### config.mk
export PLATFORM = sky130hd
export DESIGN_NAME = pc_sequencer
export DESIGN_NICKNAME = d
export VERILOG_FILES = /design/src/rtl/pc_sequencer.sv
export SDC_FILE = /design/constraint.sdc
export NUM_CORES = 1
export LEC_CHECK = 0
export ABC_AREA = 1
export ABC_CLOCK_PERIOD_IN_PS = 2000
export CAP_MARGIN = 20
export CORE_MARGIN = 1.5
export CORE_UTILIZATION = 50
export CTS_CLUSTER_SIZE = 40
export DETAILED_ROUTE_END_ITERATION = 10
export PLACE_DENSITY = 0.72
export SLEW_MARGIN = 20
export SYNTH_ARGS = -nofsm -noshare
export SYNTH_HDL_FRONTEND = slang
export SYNTH_SLANG_ARGS = --single-unit
### constraint.sdc
create_clock -name clock -period 2 [get_ports clock]
set_input_delay 0.4 -clock clock [delete_from_list [all_inputs] [get_ports clock]]
set_output_delay 0.4 -clock clock [all_outputs]
set_load 0.01 [all_outputs]
### src/rtl/pc_sequencer.sv
// rtl/pc_sequencer.sv - program counter run-control sequencer with far-target LUT and watchdog
module pc_sequencer #(
    parameter int PC_BITS    = 12,
    parameter int LUT_DEPTH  = 4,
    parameter int LUT0_RESET = 470,
    parameter int LUT1_RESET = 435,
    parameter int CNT_BITS   = 16,
    parameter int MAX_CYCLES = 4096,
    localparam int IDX_BITS  = (LUT_DEPTH > 1) ? $clog2(LUT_DEPTH) : 1
) (
    input  logic                clock,
    input  logic                reset,
    input  logic                start,
    input  logic                halt_req,
    input  logic                stall,
    input  logic                branch_taken,
    input  logic [7:0]          branch_code,
    input  logic                cfg_we,
    input  logic [IDX_BITS-1:0] cfg_idx,
    input  logic [PC_BITS-1:0]  cfg_data,
    output logic                pc_clear,
    output logic                pc_inc,
    output logic                pc_load,
    output logic [PC_BITS-1:0]  pc_target,
    output logic                busy,
    output logic                done,
    output logic                timeout,
    output logic [CNT_BITS-1:0] cycle_count
);

    typedef enum logic [1:0] {
        ST_IDLE = 2'd0,
        ST_RUN  = 2'd1,
        ST_HALT = 2'd2
    } state_t;

    // Codes at or above this value index the far-target LUT.
    localparam logic [8:0] LUT_BASE = 9'(256 - LUT_DEPTH);

    // A limit of zero turns the watchdog off entirely.
    localparam bit WD_EN = (MAX_CYCLES != 0);
    localparam logic [CNT_BITS-1:0] WD_LAST = CNT_BITS'(WD_EN ? MAX_CYCLES - 1 : 0);

    state_t               state_q, state_d;
    logic [CNT_BITS-1:0]  cnt_q, cnt_d;
    logic                 timeout_q, timeout_d;
    logic [PC_BITS-1:0]   lut_q [LUT_DEPTH];
    logic [PC_BITS-1:0]   lut_d [LUT_DEPTH];

    logic                 clear_c, inc_c, load_c;
    logic                 wd_hit;
    logic                 lut_hit;
    logic [IDX_BITS-1:0]  lut_idx;
    logic [CNT_BITS-1:0]  cnt_sat_inc;

    function automatic logic [PC_BITS-1:0] lut_reset_val(input int i);
        if (i == 0) return PC_BITS'(LUT0_RESET);
        if (i == 1) return PC_BITS'(LUT1_RESET);
        return '0;
    endfunction

    // Target resolution: code 255 maps to entry 0, 254 to entry 1, and so on;
    // 255 - code is the bitwise inverse of the low code bits.
    always_comb begin
        lut_hit   = ({1'b0, branch_code} >= LUT_BASE);
        lut_idx   = ~branch_code[IDX_BITS-1:0];
        pc_target = PC_BITS'(branch_code);
        if (lut_hit) begin
            pc_target = lut_q[lut_idx];
        end
    end

    // Saturating increment and watchdog compare for the run-cycle counter.
    always_comb begin
        cnt_sat_inc = (cnt_q == {CNT_BITS{1'b1}}) ? cnt_q : cnt_q + CNT_BITS'(1);
        wd_hit      = WD_EN && (cnt_q == WD_LAST);
    end

    // Run-control next state and Mealy PC commands; first matching rule wins in RUN.
    always_comb begin
        state_d   = state_q;
        cnt_d     = cnt_q;
        timeout_d = timeout_q;
        clear_c   = 1'b0;
        inc_c     = 1'b0;
        load_c    = 1'b0;
        case (state_q)
            ST_IDLE, ST_HALT: begin
                if (start) begin
                    clear_c   = 1'b1;
                    cnt_d     = '0;
                    timeout_d = 1'b0;
                    state_d   = ST_RUN;
                end
            end
            ST_RUN: begin
                if (start) begin
                    clear_c = 1'b1;
                    cnt_d   = '0;
                end else begin
                    cnt_d = cnt_sat_inc;
                    if (halt_req) begin
                        state_d   = ST_HALT;
                        timeout_d = 1'b0;
                    end else if (wd_hit) begin
                        state_d   = ST_HALT;
                        timeout_d = 1'b1;
                    end else if (stall) begin
                        // hold PC; a taken branch under stall is dropped
                    end else if (branch_taken) begin
                        load_c = 1'b1;
                    end else begin
                        inc_c = 1'b1;
                    end
                end
            end
            default: begin
                state_d = ST_IDLE;
            end
        endcase
    end

    // LUT write port; the read above still sees the pre-write contents this cycle.
    always_comb begin
        lut_d = lut_q;
        if (cfg_we && (int'(cfg_idx) < LUT_DEPTH)) begin
            lut_d[cfg_idx] = cfg_data;
        end
    end

    // State, counter, timeout flag and LUT registers; reset also restores LUT defaults.
    always_ff @(posedge clock) begin
        if (reset) begin
            state_q   <= ST_IDLE;
            cnt_q     <= '0;
            timeout_q <= 1'b0;
            for (int i = 0; i < LUT_DEPTH; i++) begin
                lut_q[i] <= lut_reset_val(i);
            end
        end else begin
            state_q   <= state_d;
            cnt_q     <= cnt_d;
            timeout_q <= timeout_d;
            lut_q     <= lut_d;
        end
    end

    // PC commands are suppressed while reset is held so the PC never moves under reset.
    always_comb begin
        pc_clear    = clear_c & ~reset;
        pc_inc      = inc_c & ~reset;
        pc_load     = load_c & ~reset;
        busy        = (state_q == ST_RUN);
        done        = (state_q == ST_HALT);
        timeout     = timeout_q;
        cycle_count = cnt_q;
    end

endmodule
==> impl_results.md <==
* First-pass GRT wire length at 17.4 mm
* Synth cell count leaders: 85 x o21ai_0, 83 x nor2_1, 62 x nand2_1, 61 x inv_1, 48 x a21oi_1
* Maximum root-to-sink buffer count at 2
* Mux contribution to synthesized area at 0%
* Synth area leaders: dfxtp_1 24%, edfxtp_1 20%, o21ai_0 12%, nor2_1 8.6%, a21oi_1 6.6%
* Synth Area in Compound Gates at 23.2%
* DRC viols at 0
* Fmax at 510 MHz
* Largest net degree at the start of global routing at 42
* Die width at 88.0 µm
* Antenna-violating nets left at 0
* CP Cell Sequence: clkdlybuf4s50_1 > nand3_2 > inv_2 > buf_4 > a31oi_1 > buf_2
* Worst EP arrival at 1.56 ns
* Synth cell types at 34
* Simple-gate share of the synthesized area at 22.6%
* Footprint of the multi-input gates at 1720 µm²
* Fin Clk Skew at 0.00458 ns
* Max-slew headroom at 75.0%
* Critical Path RT at 1.60 ns
* Syn-to-layout area delta at 36.1%
* Worst setup path start: branch_code[3]
* Setup WS post-layout at 0.0406 ns
* Avg Vias per Cell at 5.43
* Vias at 3814
* Sequential cell area at 1590 µm²
* Post-Route WL at 10.5 mm
* RR Startpoint: cycle_count[1]
* CTS sink count at 67
* Clock power frac at 44.7%
* Flop pwr share at 42.7%
* FFs w/ async S/R, synth at 0%
* Syn_nets at 531
* Die area at 7750 µm²
* Final Hold Fails at 0
* Vias in the first global route at 3652
* IO Pins at 63
* Port bufs at 62
* Post-DP HPWL at 7.24 mm
* Setup Viol. Count Final at 0
* Synth Register Bits at 67
* Syn Std Cell Area at 3610 µm²
* Sequential fraction of the synthesis area at 43.8%
* Initial antenna violation count at 0
* DR iter-0 viols at 282
* Pwr Density at 724 nW/µm²
* Fillers at 605
* Setup TNS at 0 ns
* Max H-tree Level at 3
* Psw at 867 µW
* Routed WL per cell at 15.0 µm
* Final net count at 631
* Comb power frac at 12.6%
* Root Driver: clkbuf_8
* Clk slew on worst S/H paths at 0.07 ns
* Setup crit start kind: input pin
* Clk_lat worst skew at 0.36 ns
* Critical Path Max Stage Delay at 0.45 ns
* Hold Crit Class: reg2reg
* Antenna Cells at 0
* Area leader, netlist: dfxtp_1
* GRT Overall Usage at 29.5%
* Actual slew at the worst max-slew pin at 0.375 ns
* Floorplan row count at 30
* Synthesized-area fraction occupied by adder cells at 0.346%
* Status: finished, final reports clean
* Top FF cell, synth: dfxtp_1
* Crit-path slowest cell: clkdlybuf4s50_1
* Core Area at 6910 µm²
* Cell Int Power at 2.69 mW
* Routability Congestion at 0.917
* Setup crit end kind: primary output
* Number of synthesized flops with an enable pin at 24
* Die height at 88.0 µm
* Initial Util at 52.3%
* Period utilization at 98.0%
* Largest family of logic cells by synthesized area: compound AO/OA/AOI/OAI gates
* CTS tree: built
* CP max FO at 4
* Max_cap viols at 0
* CTS Buf Count at 9
* Tmin final at 1.96 ns
* Synth Area per Inst at 7.22 µm²
* Share of cells above drive strength 1 at 19.3%
* Syn Inst Count at 501
* First-pass DRT Iterations at 5
* Grt ovf at 0
* Warnings from Yosys at 0
* Count leader, synth: o21ai_0
* Final slew viol count at 0
* Share of the synthesized area in the top cell type at 23.8%
* Pre-CTS setup slack at -0.655 ns
* Critical path class: in2out
* Cts hold-fix bufs at 0
* P_leak at 2.09 nW
* Switch share at 24.4%
* RSZ-0062 raised after global routing: no
* Xor/xnor share of the synthesized area at 0.242%
* Worst vdd ir at 447 µV
==> power groups by stage <==
stage / clock (mW) / sequential [mW] / combinational, mW
3_5_place_dp: 0 / 1.55 / 0.438
4_1_cts: 1.60 / 1.52 / 0.440
6_report: 1.59 / 1.52 / 0.447
5_1_grt: 1.67 / 1.53 / 0.493
3_3_place_gp: 0 / 1.55 / 0.429
2_1_floorplan: 0 / 1.54 / 0.229
==> worst paths after layout <==
| path | end | slack, ns | cells past startpoint |
|---|---|---|---|
| max | pc_target[7] | 0.04 | 6 |
| min | flop | 0.46 | 2 |
| max reg2reg | cycle_count[5] | 0.45 | 11 |
| min reg2reg | flop | 0.46 | 2 |
==> final cells by class <==
type	instances	share of cell area, %
Tap cell	96	2.44
Timing Repair Buffer	110	19.5
Sequential cell	67	32.3
Clock inverter	4	2.01
Multi-Input combinational cell	346	34.9
Clock buffer	12	3.82
Inverter	67	5.11
==> kinds of logic after synthesis <==
family,count (synthesis)
simple gates,187
compound gates,157
buf+inv,88
flops,67
xor+xnor,1
fa+ha+maj,1
==> per-stage QoR <==
step           cell area, µm²  std cells  util (%)  total power, mW  hold WS, ns
2_1_floorplan            3610        501         -             1.77        0.429
3_3_place_gp             4620        684      66.9             1.98        0.440
3_5_place_dp             4620        684      66.9             1.98        0.447
4_1_cts                  4910        702      71.1             3.56        0.457
5_1_grt                  4920        702      71.2             3.69        0.484
6_report                 4920        702      71.2             3.56        0.461
==> worst max-delay path, delay by kind of cell <==
family | cells | cell delay [ns]
buffers and inverters | 4 | 0.83
AOI/OAI and AO/OA | 1 | 0.21
and+or+nand+nor | 1 | 0.12
==> routing by layer <==
metal  global-route usage (%)  routed length, µm  vias to the layer above
met1                     36.4               4250                     1736
met3                     5.84                732                       28
met2                     50.6               5270                      188
li1                         -                  -                     1862
met5                        0                  0                        -
met4                     11.8                290                        0
==> what timing repair did <==
| action | in CTS | in global routing |
|---|---|---|
| gates cloned | 1 | 0 |
| endpoints found under the setup margin | 16 | 5 |
| pin swaps | 6 | 1 |
| gates resized for setup | 81 | 6 |
| buffers inserted | 1 | 0 |
==> placed cells by master, fill, tap and decap left out, types with 5 or more instances in the layout <==
cell type        count
dlygate4sd2_1        8
nand4_1              7
inv_2                8
clkbuf_8            10
nand3_1             17
o21ai_0             82
nand2_2              8
edfxtp_1            24
o21bai_1             5
a21oi_1             48
clkdlybuf4s50_1     40
buf_4               43
a21oi_2              5
o21ai_1              7
nor2_1              81
inv_1               57
nand2_1             59
buf_2               14
dfxtp_1             39
(Power assumes the default switching activity.)
==> patch 1, RTL diff (same settings) <==
The 3 states of `state_t` get a one-hot encoding in 3 bits.
--- a/src/rtl/pc_sequencer.sv
+++ b/src/rtl/pc_sequencer.sv
@@ -30,6 +30,6 @@
 
-    typedef enum logic [1:0] {
-        ST_IDLE = 2'd0,
-        ST_RUN  = 2'd1,
-        ST_HALT = 2'd2
+    typedef enum logic [2:0] {
+        ST_IDLE = 3'b001,
+        ST_RUN  = 3'b010,
+        ST_HALT = 3'b100
     } state_t;
Behaviour: same outputs for any inputs over 4 cycles, from zero or initial values and one cycle with reset high; so few cycles prove little.
==> patch 1 against the unedited design <==
Global-route usage down 0.74 points. Sequential cell count is 1 higher. Largest cell class unchanged. Worst hold slack lost 0.0041 ns. Cell area increased by 1.7%. Area after synthesis is 3.4% higher. Setup slack better by 0.029 ns. Cell count increased by 4.7%. Utilization shrank 2.3 points. Clock skew is 0.0048 ns higher. Routed wire length increased by 0.52%.
Power is not compared: it rests on default switching activity, and its combinational part moved more than twofold at a synthesized area within 25%.
==> patch 1: results (changes against the unedited design) <==
metric	value	unit	change
status	finished, final reports clean		
Placed Cells	716		+4.7%
Syn Inst Count	526		+5.0%
Final #Nets	661		+4.8%
post-CTS setup repair buffer count	3		+2
Crit Path Max Fanout	26		+22
Slew HR	0.6952		-0.05492
Syn Nets	556		+4.7%
layout cell share with drive strength beyond 1	0.1887		-0.004390
Commonest cells post-synth	84 x o21ai_0, 78 x nand2_1, 73 x nor2_1		
GRT Overall Usage	0.2874		-0.007418
R2R depth	10		-1
vias in the first global route	3705		+1.5%
hpwl dp	7647	µm	+5.6%
Arr. time, crit path	1.53	ns	-0.03 ns
first-pass GRT wire length	17350	µm	-0.20%
Iter 0 DRT Violations	353		+25%
routability cong.	0.8853		-3.5%
Reg2Reg Launch Point	cycle_count[1]$_SDFFE_PP0P_		
final WL	10600	µm	+0.52%
reg2reg setup slack	0.40	ns	-0.05 ns
Synth cell types	32		-5.9%
Via Count	3953		+3.6%
port bufs	62		unchanged
R2R Path End	cycle_count[3]$_SDFFE_PP0P_		
combinational share of power	0.281		
total number of yosys warnings	0		unchanged
Avg WL per Cell	14.42	µm	-4.0%
pin count of the biggest net entering global routing	50		+19%
Synth area leaders	dfxtp_1 24%, edfxtp_1 19%, o21ai_0 11%		
sequential fraction of the synthesis area	0.4285		-0.008998
post_cts resized	66		-19%
crit path to	pc_target[6]		
patch 1: cell count changes after synthesis, moves of 3 or more:
cell	delta
o21bai_1	-4
a21oi_2	+3
buf_2	-4
nor2_1	-10
nand3_1	+8
nand2_1	+16
clkbuf_1	+6
inv_1	+3
o21ai_1	-4
nor3_1	+5
patch 1: kinds of logic after synthesis:
kind of cell | synth area share
compound gates | 0.2230
xor+xnor | 0.002344
fa+ha+maj | 0.003347
buf+inv | 0.09641
flops | 0.4285
simple gates | 0.2464
patch 1: layout make-up:
cell class | instances | area (µm²)
multi-input combinational | 366 | 1808
clock inverter | 1 | 5.005
sequential | 68 | 1605
clock buffer | 15 | 187.7
inverter | 70 | 264.0
timing repair buffer | 116 | 1007
fill | 639 | 2252
tap | 99 | 123.9
patch 1: worst max-delay path: stages:
cell,delay [ns]
dlygate4sd2_1,0.23
clkinv_2,0.09
buf_12,0.16
a21oi_1,0.15
o21ai_1,0.08
o21ai_1,0.09
o21a_1,0.12
clkdlybuf4s15_2,0.21
patch 1: metrics by stage:
stage	instance area (µm²)	util	worst slack, ns	setup TNS [ns]
global route	5001	0.6895	0.0003347	0
detailed placement	4805	0.6624	-0.5781	-11.54
floorplan	3737	-	0.1747	0
global placement	4805	0.6624	-0.5256	-10.09
finish	5001	0.6895	0.07000	0
CTS	5004	0.6898	0.001326	0
patch 1: metal layers:
metal  part of all wire  track usage
met1               0.43       0.3666
met2               0.48       0.4819
met3              0.070      0.04894
met4              0.021       0.1203
met5                  0            0
patch 1: worst min path at each step:
stage               slack (ns)   endpoint      start
detailed placement        0.45  flip-flop  flip-flop
global placement          0.45  flip-flop  flip-flop
floorplan                 0.43  flip-flop  flip-flop
CTS                       0.46  flip-flop  flip-flop
finish                    0.46  flip-flop  flip-flop
global route              0.48  flip-flop  flip-flop
==> patch 2, RTL diff (same settings) <==
Made on the original files. The parameter `PC_BITS` goes from 12 to 18.
--- a/src/rtl/pc_sequencer.sv
+++ b/src/rtl/pc_sequencer.sv
@@ -2,3 +2,3 @@
 module pc_sequencer #(
-    parameter int PC_BITS    = 12,
+    parameter int PC_BITS    = 18,
     parameter int LUT_DEPTH  = 4,
Interface: changed (resized cfg_data and pc_target); port bits go from 63 to 75. No check against the original RTL was run, so the function may have changed too.
==> patch 2 against the unedited design <==
Area after synthesis is 33% higher. Sequential cell count up 24. Critical path depth is 3 higher. Synthesized cell count is 32% higher. Cell area increased by 29%. Die area grew 32%. Fmax down 0.86%. Largest cell class unchanged. Clock skew rose by 0.0081 ns. Routed wire length increased by 34%. Count of clock-buffer cells in the layout shrank 3. Setup slack got worse by 0.017 ns. Power rose by 14%.
==> patch 2: results (changes against the unedited design) <==
metric	value	unit	change
status	finished, final reports clean		
Hold Path Class	flip-flop to flip-flop		
clock-pin transition on the worst setup and hold timing paths	0.11	ns	+0.04 ns
hpwl dp	9535	µm	+32%
Synth async-reset ratio	0		unchanged
layout cell share with drive strength beyond 1	0.1780		-0.01509
Clock Path Buffers	2		unchanged
number of synthesized flops with an enable pin	36		+50%
first-pass GRT wire length	22890	µm	+32%
leakage power	2.667	nW	+27%
Iter 0 DRT Violations	317		+12%
final WL	14170	µm	+34%
routability cong.	0.9378		+2.2%
n_diodes	0		unchanged
Placed Cells	885		+29%
Critical Path Max Stage Delay	0.23	ns	-0.22 ns
Fill cells	816		+35%
min Tclk post-route	1.976	ns	+0.01702 ns
Arr. time, crit path	1.58	ns	+0.02 ns
vias in the first global route	4772		+31%
Clock Skew	0.01266	ns	+0.008079 ns
sequential fraction of the synthesis area	0.4540		+0.01653
Place WS	-0.6187	ns	+0.03630 ns
total number of yosys warnings	0		unchanged
Commonest cells post-synth	124 x o21ai_0, 121 x nor2_1, 73 x a21oi_1, 73 x nand2_1, 68 x inv_1		
Worst-Skew Late Latency	0.37	ns	
post-route ant nets	0		unchanged
antenna violations before repair	0		unchanged
Crit Path Max Fanout	4		unchanged
Synth area leaders	dfxtp_1 23%, edfxtp_1 22%, o21ai_0 13%		
Final #Nets	812		+29%
Syn Nets	697		+31%
Synth cell types	37		+8.8%
GRT Overall Usage	0.2898		-0.004962
Power Density	639.2	nW/µm²	-12%
Post-DP Area	6067	µm²	+31%
Pint	2.920	mW	+8.4%
port bufs	74		+19%
pin count of the biggest net entering global routing	61		+45%
Avg WL per Cell	15.57	µm	+3.7%
Syn Inst Count	661		+32%
Max IR drop VDD	453.6	µV	+1.5%
GR Overflow Total	0		unchanged
Slew HR	0.6131		-0.1371
Worst path slowest cell	dlygate4sd2_1		
Via Count	5034		+32%
## patch 2: cell count changes in the layout (fill, tap and decap cells not counted), moves of 9 or more
cell,unedited run,this run
nor2_1,81,119
o21ai_0,82,118
dfxtp_1,39,52
edfxtp_1,24,36
a21oi_1,48,72
nand2_1,59,69
buf_4,43,52
inv_1,57,66
## patch 2: kinds of logic (layout without fill, tap and decap cells)
logic type	count (synthesis)	in the layout	synth area share
AOI/OAI and AO/OA	212	212	0.2296
adders and majority gates	1	1	0.002603
buffers and inverters	109	229	0.08956
DFF	91	91	0.4540
and+or+nand+nor	248	248	0.2242
## patch 2: metal layers
layer  global-route usage  part of all wire  up-vias  wire, µm
li1                     -                 -     2441         -
met1               0.3575              0.40     2326      5730
met2               0.5044              0.50      232      7060
met3              0.03745             0.074       35      1047
met4               0.1314             0.024        0       334
met5                    0                 0        -         0
## patch 2: cell type report
type	count	area share
inverter	74	0.04402
sequential	91	0.3433
clock inverter	7	0.01474
timing repair buffer	139	0.2002
clock buffer	9	0.01945
tap	129	0.02535
multi-input combinational	461	0.3529
## patch 2: final timing paths
path	startpoint	endpoint	cells after the start	slack, ns
setup reg to reg	cycle_count[0]$_SDFFE_PP0P_	cycle_count[14]$_SDFFE_PP0P_	8	0.47
setup / recovery	branch_code[6]	pc_target[0]	9	0.02
hold reg to reg	flip-flop	flip-flop	2	0.46
hold / removal	flip-flop	flip-flop	2	0.46
## patch 2: power by group through the flow
stage / registers, mW / clock network [mW] / logic (mW)
finish: 2.08 / 1.34 / 0.645
global route: 2.10 / 1.44 / 0.708
CTS: 2.08 / 1.36 / 0.637
detailed placement: 2.12 / 0 / 0.622
global placement: 2.12 / 0 / 0.607
floorplan: 2.11 / 0 / 0.321
## patch 2: critical path: cells and delay by family
family	cells	cell delay, ns
AND/OR/NAND/NOR	3	0.32
AO/OA/AOI/OAI	3	0.32
buffers and inverters	3	0.53
## patch 2: metrics by stage
| stage | hold slack, ns | TNS, ns | power [mW] |
|---|---|---|---|
| 6_report | 0.4602 | 0 | 4.070 |
| 5_1_grt | 0.4791 | -0.08165 | 4.242 |
| 4_1_cts | 0.4601 | -0.01758 | 4.079 |
| 3_5_place_dp | 0.4405 | -14.36 | 2.745 |
| 3_3_place_gp | 0.4334 | -13.79 | 2.726 |
| 2_1_floorplan | 0.4206 | 0 | 2.436 |
## patch 2: timing repair
item                       CTS  global route
setup endpoints to repair   21            19
gates resized for setup     98            19
pin swaps                   11             7
hold buffers                 0             0
cloned                       2             0
buffers inserted             6             1
